$ cat src/rtl/rib_pkg.sv
// rib_pkg: shared FSM states, master indices and defaults for the RIB arbiter
package rib_pkg;

   typedef enum logic {
      RIB_ARB_IDLE = 1'b0,
      RIB_ARB_BUSY = 1'b1
   } rib_arb_state_e;

   localparam int RIB_M_JTAG          = 0;
   localparam int RIB_M_UART          = 1;
   localparam int RIB_M_EX            = 2;
   localparam int RIB_M_PC            = 3;
   localparam int RIB_DEFAULT_TIMEOUT = 255;

endpackage

$ cat src/rtl/rib_arb_pick.sv
// rib_arb_pick: picks the first requester at or above ptr, wrapping around; ptr=0 gives fixed priority
module rib_arb_pick
   import rib_pkg::*;
#(
   parameter int NUM_M = 4,
   parameter int PW    = 2
) (
   input  logic [NUM_M-1:0] req,
   input  logic [PW-1:0]    ptr,
   output logic [NUM_M-1:0] win
);

   logic found;

   // Walk the ring starting at ptr and keep only the first requester found
   always_comb begin
      win   = '0;
      found = 1'b0;
      for (int k = 0; k < NUM_M; k++)
         for (int i = 0; i < NUM_M; i++)
            if (!found && req[i] && i == (int'(ptr) + k) % NUM_M) begin
               win[i] = 1'b1;
               found  = 1'b1;
            end
   end

endmodule

$ cat src/rtl/rib_arb.sv
// rib_arb: shares the RIB slave port between jtag, uart, core ex and core pc; RIB_ARB_RR_EN selects round-robin
module rib_arb
   import rib_pkg::*;
#(
   parameter int               NUM_M     = 4,
   parameter int               AW        = 32,
   parameter int               DW        = 32,
   parameter int               TIMEOUT   = RIB_DEFAULT_TIMEOUT,
   parameter logic [NUM_M-1:0] HOLD_MASK = 4'b1100
) (
   input  logic                clk,
   input  logic                rst,
   input  logic [NUM_M-1:0]    m_req_i,
   input  logic [NUM_M-1:0]    m_we_i,
   input  logic [NUM_M*AW-1:0] m_addr_i,
   input  logic [NUM_M*DW-1:0] m_data_i,
   output logic [DW-1:0]       m_data_o,
   output logic [NUM_M-1:0]    m_ack_o,
   output logic [NUM_M-1:0]    grant_o,
   output logic                s_req_o,
   output logic                s_we_o,
   output logic [AW-1:0]       s_addr_o,
   output logic [DW-1:0]       s_data_o,
   input  logic [DW-1:0]       s_data_i,
   input  logic                s_ack_i,
   output logic                hold_flag_o,
   output logic                timeout_o
);

   localparam int              CW       = TIMEOUT > 0 ? $clog2(TIMEOUT + 1) : 1;
   localparam int              PW       = NUM_M > 1 ? $clog2(NUM_M) : 1;
   localparam logic [CW-1:0]   CNT_LAST = CW'(TIMEOUT > 0 ? TIMEOUT - 1 : 0);

   rib_arb_state_e   state, state_n;
   logic [NUM_M-1:0] grant, grant_n, win;
   logic [CW-1:0]    cnt, cnt_n;
   logic [PW-1:0]    ptr;
   logic             busy, ack_ev, to_ev;

   rib_arb_pick #(.NUM_M(NUM_M), .PW(PW)) u_pick (
      .req(m_req_i),
      .ptr(ptr),
      .win(win)
   );

`ifdef RIB_ARB_RR_EN
   logic [PW-1:0] ptr_n;

   // Move the search start just past each newly granted master
   always_comb begin
      ptr_n = ptr;
      for (int i = 0; i < NUM_M; i++)
         if (state == RIB_ARB_IDLE && win[i]) ptr_n = PW'((i + 1) % NUM_M);
   end

   // Round-robin pointer register
   always_ff @(posedge clk) begin
      if (rst) ptr <= '0;
      else     ptr <= ptr_n;
   end
`else
   assign ptr = '0;
`endif

   assign busy   = state == RIB_ARB_BUSY;
   assign ack_ev = busy && s_ack_i;
   // A real ack in the last allowed cycle beats the forced completion
   assign to_ev  = busy && !s_ack_i && TIMEOUT != 0 && cnt == CNT_LAST;

   // Transaction sequencing: grant from IDLE, release on ack or timeout, otherwise age the wait counter
   always_comb begin
      state_n = state;
      grant_n = grant;
      cnt_n   = cnt;
      if (!busy) begin
         if (|m_req_i) begin
            state_n = RIB_ARB_BUSY;
            grant_n = win;
            cnt_n   = '0;
         end
      end else if (ack_ev || to_ev) begin
         state_n = RIB_ARB_IDLE;
         grant_n = '0;
         cnt_n   = '0;
      end else if (cnt != '1) begin
         cnt_n = cnt + 1'b1;
      end
   end

   // State, grant and wait-counter registers
   always_ff @(posedge clk) begin
      if (rst) begin
         state <= RIB_ARB_IDLE;
         grant <= '0;
         cnt   <= '0;
      end else begin
         state <= state_n;
         grant <= grant_n;
         cnt   <= cnt_n;
      end
   end

   // Route the granted master's request fields to the slave; zero when idle
   always_comb begin
      s_we_o   = 1'b0;
      s_addr_o = '0;
      s_data_o = '0;
      for (int i = 0; i < NUM_M; i++)
         if (busy && grant[i]) begin
            s_we_o   = m_we_i[i];
            s_addr_o = m_addr_i[i*AW +: AW];
            s_data_o = m_data_i[i*DW +: DW];
         end
   end

   assign s_req_o     = busy;
   assign grant_o     = grant;
   assign m_ack_o     = (ack_ev || to_ev) ? grant : '0;
   assign m_data_o    = ack_ev ? s_data_i : '0;
   assign timeout_o   = to_ev;
   assign hold_flag_o = |(m_req_i & HOLD_MASK & ~m_ack_o);

endmodule

$ cat config.mk
export PLATFORM = sky130hd
export DESIGN_NAME = rib_arb
export DESIGN_NICKNAME = d
export VERILOG_FILES = /design/src/rtl/rib_pkg.sv /design/src/rtl/rib_arb_pick.sv /design/src/rtl/rib_arb.sv
export SDC_FILE = /design/constraint.sdc
export NUM_CORES = 1
export LEC_CHECK = 0
export ABC_CLOCK_PERIOD_IN_PS = 3300
export CAP_MARGIN = 25
export CORE_AREA = 2 2 157 159
export DETAILED_ROUTE_END_ITERATION = 8
export DIE_AREA = 0 0 159 161
export DONT_BUFFER_PORTS = 1
export GPL_ROUTABILITY_DRIVEN = 0
export SLEW_MARGIN = 20
export SYNTH_ARGS = -nofsm -noshare
export SYNTH_HDL_FRONTEND = slang
export SYNTH_SLANG_ARGS = --single-unit
$ cat constraint.sdc
create_clock -name clk -period 3.3 [get_ports clk]
set_clock_uncertainty 0.2 [all_clocks]
set_input_delay 0.495 -clock clk [delete_from_list [all_inputs] [get_ports clk]]
set_output_delay 0.495 -clock clk [all_outputs]
set_load 0.02 [all_outputs]
# Word-level counts from Yosys, hierarchy flattened
# Index checks and enable logic that the tools add are counted.
[classes] n_addsub=1 n_mul=0 div_mod_pow=0 n_lt_le_gt_ge=0 n_eq_ne=4 shift=0 muxes=30 bitwise_logic=2 n_reduce_logical=20
[op_table] operator="two-way mux 32 bit" count=9
[op_table] operator="two-way mux 8 bit" count=4
[op_table] operator="two-way mux 4 bit" count=4
[op_table] operator="two-way mux 1 bit" count=13
[op_table] operator="logical AND 1 bit" count=10
[op_table] operator="adder 8 x 1 -> 8 bit, second input constant" count=1
[op_table] operator="equality test 8 bit, second input constant" count=1
[op_table] operator="!= test 8 bit, second input constant" count=1
[op_table] operator="OR reduction 4 bit" count=2
[op_table] operator="bitwise AND 4 bit" count=1
[op_table] operator="logical NOT 1 bit" count=4
[op_table] operator="NOT 4 bit" count=1
[op_table] operator="AND reduction 2 bit" count=2
[op_table] operator="!= test 3 x 1 -> 1 bit, second input constant" count=1
[op_table] operator="!= test 2 x 1 -> 1 bit, second input constant" count=1
[op_table] operator="nonzero test 2 bit" count=1
[op_table] operator="logical OR 1 bit" count=1
[totals] regBits=13 latch_bits=0 ramBits=0 mem_bits_ro=0 inputBits=299 output_inout_bits=108 word_cells=60 mem_count=0

# Depth between registers and ports, before layout
# Gate-level depths: netlist of run 1.
[logic_depth] depth_word=12 depth_mapped=7 ltp_nobuf=7

# By module
# A second synthesis of run 1 with hierarchy kept.
[unflattened] cells_unflattened=452 area_unflattened_um2=2849.0
[modules_own_cells] module="rib_arb" instances=1 cells_each=435 area_per_inst_um2=2746.4 seq_area_each_um2=260.2
[modules_own_cells] module="rib_arb_pick" instances=1 cells_each=17 area_per_inst_um2=102.6 seq_area_each_um2=0.0

# Worst setup path after synthesis of run 1
# OpenSTA, ideal clock, no wires.
[synth_timing] kind="reg2out" startpoint="register state (netlist: s_req_o)" endpoint="output s_addr_o[10]" t_arrival_ps=1869 required_time_ps=2605 slack_ps=736 path_stages_with_launch=7 n_path_buf=2 cell_sequence="dfxtp_1 -> and2_1 -> buf_2 -> buf_1 -> a221o_1 -> o21ai_0 -> o21ai_0"
[synth_via] elab_chain_len=5 elab_cells_between_ends=8 cone_classes="mux (4); reduce/logical (4)"
[synth_rtl] item="start: declaration" line="rib_arb.sv:34" rtl="rib_arb_state_e state, state_n;"
[synth_rtl] item="start signal: assignment" line="rib_arb.sv:97" rtl="state <= state_n;"
[synth_rtl] item="logical AND 1 bit" line="rib_arb.sv:109" rtl="if (busy && grant[i]) begin"
[synth_rtl] item="two-way mux 32 bit (3 in series)" line="rib_arb.sv:109"
[synth_rtl] item="two-way mux 32 bit *" line="rib_arb.sv:109"
[synth_rtl] item="end: declaration" line="rib_arb.sv:22" rtl="output logic [AW-1:0] s_addr_o,"
# Every way passes the cells marked *; elsewhere a longest branch is shown, timed or not.

# Worst setup path after layout of run 1
[layout_timing] startpoint="register grant[1] (netlist: grant_o[1])" endpoint="output s_data_o[15]"
[layout_via] elab_chain_len=4
[layout_rtl] item="start: declaration" line="rib_arb.sv:35" rtl="logic [NUM_M-1:0] grant, grant_n, win;"
[layout_rtl] item="start signal: assignment" line="rib_arb.sv:98" rtl="grant <= grant_n;"
[layout_rtl] item="logical AND 1 bit" line="rib_arb.sv:109"
[layout_rtl] item="two-way mux 32 bit (3 in series)" line="rib_arb.sv:109"
[layout_rtl] item="end: declaration" line="rib_arb.sv:23" rtl="output logic [DW-1:0] s_data_o,"
# No other way between the ends.

==> results of run 1 <==
## state kept, by name, summed over array words and instances, names as in the netlist
signal,count
cnt,8
grant_o,4
s_req_o,1
## per-stage QoR
stage	util (%)	hold slack, ns	total power, mW
2_1_floorplan	-	0.319	0.361
3_3_place_gp	14.9	0.348	0.455
3_5_place_dp	14.9	0.365	0.459
4_1_cts	15.2	0.113	0.692
5_1_grt	15.2	0.106	0.727
6_report	15.2	0.118	0.690
## routing by layer
metal	up-vias	share of wire [%]	wire length (um)
met5	-	0.52	84
met4	8	1.7	280
li1	1752	-	-
met1	1837	40	6570
met3	31	13	2120
met2	333	44	7210
## power breakdown
part | total, mW | internal [mW] | switching, mW
sequential | 0.166 | 0.161 | 0.00549
clock | 0.230 | 0.163 | 0.0669
combinational | 0.293 | 0.112 | 0.181
## final cells by class
class                      instances  area [um2]
tap                              324         405
multi-input combinational        369        2250
antenna                            2        5.00
timing repair buffer              79         631
fill                            2743       20300
clock buffer                       4        78.8
inverter                           4        15.0
sequential                        13         260
## cells in the mapped netlist (5+ instances only)
library cell / count
a221o_1: 65
and2_1: 9
and3_1: 32
buf_2: 10
clkbuf_1: 37
dfxtp_1: 13
nand2_1: 72
nand3_1: 5
nor2_1: 7
nor3_1: 5
o21ai_0: 135
## final timing paths
check	end	start	cells past startpoint	slack, ns
worst min-delay path	grant_o[0]	rst	1	0.12
worst max-delay path	s_data_o[15]	grant_o[1]	6	0.13
worst max register to register	cnt[1]	s_req_o	6	1.22
worst min register to register	cnt[1]	cnt[1]	2	0.37
## cell families after synthesis
kind of cell               after synthesis
DFF                                     13
adders and majority gates                2
and+or+nand+nor                        147
xor gates and xnor gates                 2
buffers and inverters                   57
AOI/OAI and AO/OA                      218
## worst max-delay path, cell delays in order (launching register included)
cell,delay (ns)
dfxtp_1,0.54
and2_2,0.53
buf_4,0.32
a221o_1,0.18
o21ai_0,0.07
o21ai_0,0.35
buf_4,0.22
==> flow_metrics.py, run 1 <==
metrics = {
    "die": {
        "fp-row-count": 57,
        "die_w_um": 159,
        "die_h_um": 161,
        "coreArea_mm2": 0.0240,
        "ios": 407,
        "dieArea_mm2": 0.0256,
        "start_util_pct": 11.4,
    },
    "grt": {
        "top_usage_layer": "met2",
        "overflow": 0,
        "grt_pass1_vias": 3363,
        "grt.met2_usage_pct": 16.5,
        "use_met3_pct": 4.08,
        "grt_pass1_wl_um": 21700,
        "grt_max_degree": 81,
        "met1_usage_pct": 14.8,
        "antenna_found_initial": 5,
        "grt_usage_pct": 11.0,
    },
    "sta": {
        "setup_ws_ns": 0.132,
        "hold_viol_final": 0,
        "rsz0062_at_grt": "no",
        "layout_min_cycle_time_ns": 3.17,
        "relSlewSlack_pct": 53.0,
        "setup_viol": 0,
        "period_share_pct": 96.0,
        "fmax_mhz": 316,
        "drv_slew": 0,
        "worst_slew_pin_slew_ns": 0.700,
        "fin_tns_setup_ns": 0,
    },
    "worst_setup_path": {
        "crit_path_max_fanout": 22,
        "endpoint_kind": "output port",
        "setup.worst_path.start_class": "flip-flop",
        "cp_data_required_time_ns": 2.60,
        "cp.arrival_ns": 2.47,
        "critPathKind": "flip-flop to output port",
    },
    "drt": {
        "wire_per_inst_um": 20.5,
        "antenna_left": 0,
        "vias": 3961,
        "wl_um": 16300,
        "first_iter_violations": 358,
        "drt_pass1_iterations": 5,
        "viasPerCell": 4.98,
        "drcViolationCount": 0,
    },
    "synth": {
        "ys_types": 37,
        "ys_seq_area_share_pct": 9.52,
        "synth_fa_ha_area_share_pct": 0.915,
        "syn_area_per_cell_um2": 6.23,
        "ys_ff_latch": 13,
        "synth_compound_area_share_pct": 53.7,
        "synth_top_area_cell": "o21ai_0",
        "synth_top_family_by_area": "compound AO/OA/AOI/OAI gates",
        "synth_edf_count": 0,
        "synth.area.top_cells": "o21ai_0, a221o_1, nand2_1",
        "syn_inst": 439,
        "synth_top_area_share_pct": 24.7,
        "syn-cell-area_mm2": 0.00273,
        "synth-simple-area-share_pct": 26.5,
        "ys.flop_type": "dfxtp_1",
        "ys_async_sr_fraction_pct": 0,
        "synth_nets": 740,
        "synth.mux.area_fraction_pct": 0,
        "synth-xor-area-share_pct": 0.641,
        "synth_warnings": 0,
    },
    "flow_run": {
        "cap_viol_max_count": 0,
    },
    "clock_network": {
        "htreeDepth": 1,
        "clock_latency_ns": 0.24,
        "post_cts_buffers": 0,
        "clkTransAtPathRegs_ns": 0.05,
        "cts.root.buffer_cell": "clkbuf_16",
        "cts_tree": "done",
        "clock-sinks": 13,
        "clockBufferDepth": 2,
        "cts_buffers": 3,
        "cts.repair.resized": 0,
        "hold_buffers": 0,
    },
    "cells_and_area": {
        "layout-drive-gt1-share_pct": 19.2,
        "fin_area_mm2": 0.00365,
        "area_growth_pct": 33.4,
        "layout_common_cells": "o21ai_0, buf_4, nand2_1",
        "layout_commonest_cell": "o21ai_0",
        "nets": 771,
        "instances_no_fill": 795,
    },
    "power_and_ir_drop": {
        "ir_worst_vdd_mv": 0.233,
        "p_per_area_mw_per_mm2": 189,
        "leakagePower_nw": 1.32,
    },
    "placement": {
        "io_buffer_count": 0,
        "dpl_cell_area_mm2": 0.00356,
        "place_ws_ns": 0.381,
        "dp.cells": 789,
        "dp_hpwl_um": 13200,
    },
    "hold_path": {
        "min-delay-path-class": "primary input to flip-flop",
    },
    "status": {
        "status": "finished, final reports clean",
    },
}
No activity file was read; power rests on OpenSTA's default activity.
==> inputs of run 2 (changes only) <==
--- a/config.mk
+++ b/config.mk
@@ -5,11 +5,12 @@
 export SDC_FILE = /design/constraint.sdc
 export NUM_CORES = 1
 export LEC_CHECK = 0
+export ABC_AREA = 1
 export ABC_CLOCK_PERIOD_IN_PS = 3300
 export CAP_MARGIN = 25
-export CORE_AREA = 2 2 157 159
+export CORE_AREA = 2 2 159 161
 export DETAILED_ROUTE_END_ITERATION = 8
-export DIE_AREA = 0 0 159 161
+export DIE_AREA = 0 0 161 163
 export DONT_BUFFER_PORTS = 1
 export GPL_ROUTABILITY_DRIVEN = 0
 export SLEW_MARGIN = 20
==> run 2 against run 1 <==
Effect of this change:
- maximum frequency grew 6.9%
- core utilization grew 1.8 points
- critical endpoint is now s_addr_o[20]
- design area is 15% higher
- first-iteration DRC count up 37%
- critical path type unchanged
==> flow_metrics.py, run 2 <==
metrics = {
    "die": {
        "fp-row-count": 58,
        "ios": 407,
        "die_h_um": 163,
        "die_w_um": 161,
        "dieArea_mm2": 0.0262,
        "start_util_pct": 13.6,
        "coreArea_mm2": 0.0247,
    },
    "sta": {
        "fin_tns_setup_ns": 0,
        "setup_ws_ns": 0.336,
        "rsz0062_at_grt": "no",
        "relSlewSlack_pct": 51.7,
        "drv_slew": 0,
        "fmax_mhz": 337,
        "hold_ws_ns": 0.113,
        "hold_viol_final": 0,
        "layout_min_cycle_time_ns": 2.96,
        "period_share_pct": 89.8,
        "worst_slew_pin_slew_ns": 0.724,
        "setup_viol": 0,
    },
    "drt": {
        "drt_pass1_iterations": 6,
        "wire_per_inst_um": 16.6,
        "first_iter_violations": 492,
        "viasPerCell": 4.64,
        "wl_um": 17600,
        "antenna_left": 0,
        "vias": 4925,
        "drcViolationCount": 0,
    },
    "cells_and_area": {
        "fin_area_mm2": 0.00421,
        "seq_area_um2": 268,
        "fillers": 2858,
        "layout-drive-gt1-share_pct": 13.0,
        "multi_input_area_mm2": 0.00239,
        "layout_commonest_cell": "nand2_1",
        "layout_common_cells": "nand2_1, inv_1, nor2_1",
        "nets": 1034,
        "area_growth_pct": 25.8,
        "num_antenna_cells": 0,
        "largest_reg_flops": 8,
        "top_register": "cnt",
    },
    "placement": {
        "dp_hpwl_um": 14300,
        "io_buffer_count": 0,
        "place_ws_ns": 0.661,
        "dpl_cell_area_mm2": 0.00413,
    },
    "clock_network": {
        "post_cts_buffers": 0,
        "cts_tree": "done",
        "htreeDepth": 1,
        "clkTransAtPathRegs_ns": 0.05,
        "clockBufferDepth": 2,
        "clock_latency_ns": 0.25,
        "hold_buffers": 0,
        "cts.root.buffer_cell": "clkbuf_16",
        "clock-sinks": 13,
        "cts_buffers": 3,
        "cts.repair.resized": 0,
    },
    "grt": {
        "antenna_found_initial": 0,
        "grt_pass1_wl_um": 23800,
        "grt_pass1_vias": 4102,
        "met1_usage_pct": 14.6,
        "overflow": 0,
        "grt_usage_pct": 11.7,
        "grt_max_degree": 66,
        "top_usage_layer": "met2",
        "use_met3_pct": 3.23,
        "grt.met2_usage_pct": 20.5,
    },
    "synth": {
        "ys.flop_type": "dfxtp_1",
        "syn_inst": 705,
        "syn-cell-area_mm2": 0.00335,
        "ys_types": 24,
        "ys_seq_area_share_pct": 7.78,
        "synth_edf_count": 0,
        "ys_ff_latch": 13,
        "synth_top_area_share_pct": 17.8,
        "syn_area_per_cell_um2": 4.75,
        "synth_warnings": 0,
        "yosys-top-cells-count": "nand2_1, inv_1, nor2_1",
        "synth_nets": 1006,
        "synth.area.top_cells": "nand2_1, inv_1, nor2_1",
        "ys_async_sr_fraction_pct": 0,
        "synth_top_area_cell": "nand2_1",
        "yosysMostFrequentCell": "nand2_1",
    },
    "power_and_ir_drop": {
        "ir_worst_vdd_mv": 0.121,
        "leakagePower_nw": 1.89,
        "finalPower_uw": 717,
        "p_per_area_mw_per_mm2": 171,
    },
    "worst_setup_path": {
        "crit_path_max_fanout": 38,
        "critPathKind": "flip-flop to output port",
        "crit_buf_inv": 3,
        "cp.arrival_ns": 2.27,
        "max_stage_delay_ns": 0.41,
        "worst_path_max_delay_cell": "o21ai_0",
        "cpMostUsedCell": "buf_4",
        "critical-path-top-delay-family": "buffers and inverters",
        "cp_data_required_time_ns": 2.60,
        "rrSetupSlack_ns": 1.31,
        "crit_chain": "buf_4 -> nand3_2 -> buf_4 -> o21ai_0 -> nand2_1 -> a31oi_1 -> buf_4",
        "setup.worst_path.start_class": "flip-flop",
        "endpoint_kind": "output port",
    },
    "flow_run": {
        "cap_viol_max_count": 0,
    },
    "hold_path": {
        "min-delay-path-class": "primary input to flip-flop",
    },
    "status": {
        "status": "finished, final reports clean",
    },
}
-- run 2: cell types whose count changed in the layout (fill, tap and decap cells not counted), sizes merged, moves of 5 or more --
| cell | delta |
|---|---|
| nor3 | -5 |
| nor2 | +111 |
| nand2 | +89 |
| inv | +114 |
| nand3 | +78 |
| a221o | -65 |
| and2 | -9 |
| o21ai | -66 |
| and3 | -33 |
| a31oi | +62 |
| a21oi | +9 |
-- run 2: per-layer routing --
metal	vias up	share of wire [%]
met1	2207	39
met2	384	48
met4	0	1.5
li1	2312	-
met5	-	0
met3	22	12
-- run 2: worst paths after layout --
check,end,cells after the start,startpoint
worst max-delay path,s_addr_o[20],7,s_req_o
worst min-delay path,grant_o[1],1,rst
worst max register to register,cnt[0],7,s_req_o
worst min register to register,cnt[3],2,cnt[3]
-- run 2: final cells by class --
cell class              instances  area share (%)
well taps                     330            9.81
flip-flops and latches         13            6.36
multi-input cells             519            56.9
repair buffers                 78            14.5
inverters                     118            10.5
clock buffers                   4            1.87
-- run 2: kinds of logic (layout without fill, tap and decap cells) --
group,Yosys count,in the layout,share of synthesized area (%)
AOI/OAI and AO/OA,147,147,24.4
adders and majority gates,2,2,0.748
and+or+nand+nor,370,370,46.0
buffers and inverters,173,200,21.1
DFF,13,13,7.78
-- run 2: through the flow --
step,cells,utilization (%)
after global placement,1058,16.7
after global routing,1062,17.1
after detailed placement,1058,16.7
final,1062,17.1
after floorplan,705,-
after CTS,1062,17.1
-- run 2: report_power, final --
group | total (mW) | switching (mW) | internal (mW)
clock | 0.232 | 0.0690 | 0.163
combinational | 0.311 | 0.214 | 0.0976
sequential | 0.174 | 0.0135 | 0.161
total | 0.717 | 0.296 | 0.421
==> inputs of run 3 (changes only) <==
--- a/config.mk
+++ b/config.mk
@@ -13,6 +13,7 @@
 export DIE_AREA = 0 0 161 163
 export DONT_BUFFER_PORTS = 1
 export GPL_ROUTABILITY_DRIVEN = 0
+export GPL_TIMING_DRIVEN = 0
 export SLEW_MARGIN = 20
 export SYNTH_ARGS = -nofsm -noshare
 export SYNTH_HDL_FRONTEND = slang
==> run 3 against run 2 <==
Effect of this change:
- clock power hardly changed
- highest routed layer unchanged
- clock-buffer cell count unchanged
- sequential share of layout area is 0.28 points higher
- wire length up 17%
==> flow_metrics.py, run 3 (synthesis gave the netlist of run 2 again) <==
metrics = {
    "status": {
        "status": "finished, final reports clean",
    },
    "die": {
        "fp-row-count": 58,
        "coreArea_mm2": 0.0247,
        "die_h_um": 163,
        "die_w_um": 161,
        "start_util_pct": 13.6,
        "ios": 407,
        "dieArea_mm2": 0.0262,
    },
    "power_and_ir_drop": {
        "p_switching_uw": 303,
        "p_sw_share_pct": 43.8,
        "p_per_area_mw_per_mm2": 177,
        "power_frac_seq_pct": 24.6,
        "p_comb_share_pct": 42.3,
        "power.share.clock_pct": 33.1,
        "leakagePower_nw": 1.61,
        "ir_worst_vdd_mv": 0.158,
        "p_int_uw": 389,
    },
    "cells_and_area": {
        "layout-drive-gt1-share_pct": 7.90,
        "num_antenna_cells": 0,
        "area_growth_pct": 17.1,
        "utilization_pct": 15.9,
        "layout_common_cells": "nand2_1, inv_1, nor2_1",
        "layout_commonest_cell": "nand2_1",
        "largest_reg_flops": 8,
        "nets": 1011,
        "top_register": "cnt",
    },
    "worst_setup_path": {
        "setup.worst_path.start_class": "flip-flop",
        "cp_data_required_time_ns": 2.60,
        "endpoint_kind": "output port",
        "rrSetupSlack_ns": 1.35,
        "critPathKind": "flip-flop to output port",
        "crit_path_max_fanout": 10,
        "cp.arrival_ns": 2.47,
    },
    "sta": {
        "setup_viol": 0,
        "hold_viol_final": 0,
        "drv_slew": 0,
        "worst_slew_pin_slew_ns": 0.816,
        "relSlewSlack_pct": 45.3,
        "fmax_mhz": 316,
        "hold_ws_ns": 0.199,
        "setup_ws_ns": 0.131,
        "fin_tns_setup_ns": 0,
        "layout_min_cycle_time_ns": 3.17,
        "period_share_pct": 96.0,
        "rsz0062_at_grt": "yes",
    },
    "drt": {
        "antenna_left": 0,
        "first_iter_violations": 438,
        "viasPerCell": 4.86,
        "drcViolationCount": 0,
        "vias": 5054,
        "wl_um": 20600,
        "drt_pass1_iterations": 5,
        "wire_per_inst_um": 19.8,
    },
    "flow_run": {
        "cap_viol_max_count": 0,
    },
    "grt": {
        "grt_usage_pct": 14.1,
        "overflow": 0,
        "grt_max_degree": 11,
        "grt_pass1_wl_um": 27500,
        "antenna_found_initial": 0,
        "grt_pass1_vias": 4301,
    },
    "placement": {
        "place_ws_ns": 0.274,
        "dp_hpwl_um": 16800,
        "io_buffer_count": 0,
    },
    "clock_network": {
        "clock-sinks": 13,
        "clkTransAtPathRegs_ns": 0.04,
        "htreeDepth": 1,
        "clockBufferDepth": 2,
        "clock_latency_ns": 0.24,
        "cts.root.buffer_cell": "clkbuf_16",
        "cts_tree": "done",
        "cts_buffers": 3,
    },
    "hold_path": {
        "min-delay-path-class": "primary input to flip-flop",
    },
}
run 3: changes by cell type in the layout (fill, tap and decap cells not counted), sizes merged:
cell	change
clkbuf	+20
buf	-43
run 3: worst max-delay path, stage by stage (launching register included):
cell and delay, ns:
dfxtp_1 0.53, buf_4 0.32, nand2_1 0.15, buf_2 0.28, buf_2 0.24, a31oi_1 0.69
run 3: final timing paths:
| path | startpoint | end | depth (start not counted) |
|---|---|---|---|
| max | s_req_o | s_addr_o[17] | 5 |
| min | m_req_i[0] | grant_o[0] | 2 |
| max reg2reg | s_req_o | cnt[5] | 6 |
| min reg2reg | cnt[3] | cnt[3] | 2 |
run 3: stage by stage:
stage | cells | cell area (um2) | power (mW)
after floorplan | 705 | 3350 | 0.386
after global placement | 1035 | 3760 | 0.461
after detailed placement | 1035 | 3770 | 0.464
after CTS | 1039 | 3850 | 0.697
after global routing | 1039 | 3920 | 0.730
final | 1039 | 3920 | 0.691
run 3: layer usage:
layer | up-vias | global-route usage, % | share of wire (%)
met5 | - | 0 | 0
met4 | 0 | 3.90 | 2.6
met3 | 38 | 4.91 | 12
met2 | 476 | 24.2 | 47
met1 | 2273 | 16.6 | 38
li1 | 2267 | - | -
run 3: power groups by stage:
| stage | Sequential [mW] | Combinational, mW | Clock (mW) |
|---|---|---|---|
| 4_1_cts | 0.170 | 0.292 | 0.235 |
| 2_1_floorplan | 0.171 | 0.216 | 0 |
| 3_5_place_dp | 0.173 | 0.291 | 0 |
| 5_1_grt | 0.170 | 0.319 | 0.240 |
| 3_3_place_gp | 0.173 | 0.288 | 0 |
| 6_report | 0.170 | 0.292 | 0.229 |
run 3: what timing repair did:
item | CTS | global route
endpoints found under the setup margin | 0 | 12
gates resized for setup | 0 | 12
buffers inserted | 0 | 0
hold buffers | 0 | 0
run 3: cell type report:
type,count,area [um2]
multi-input combinational,519,2460
inverter,118,443
tap,330,413
buffer,55,265
fill,2898,20800
sequential,13,260
clock buffer,4,78.8
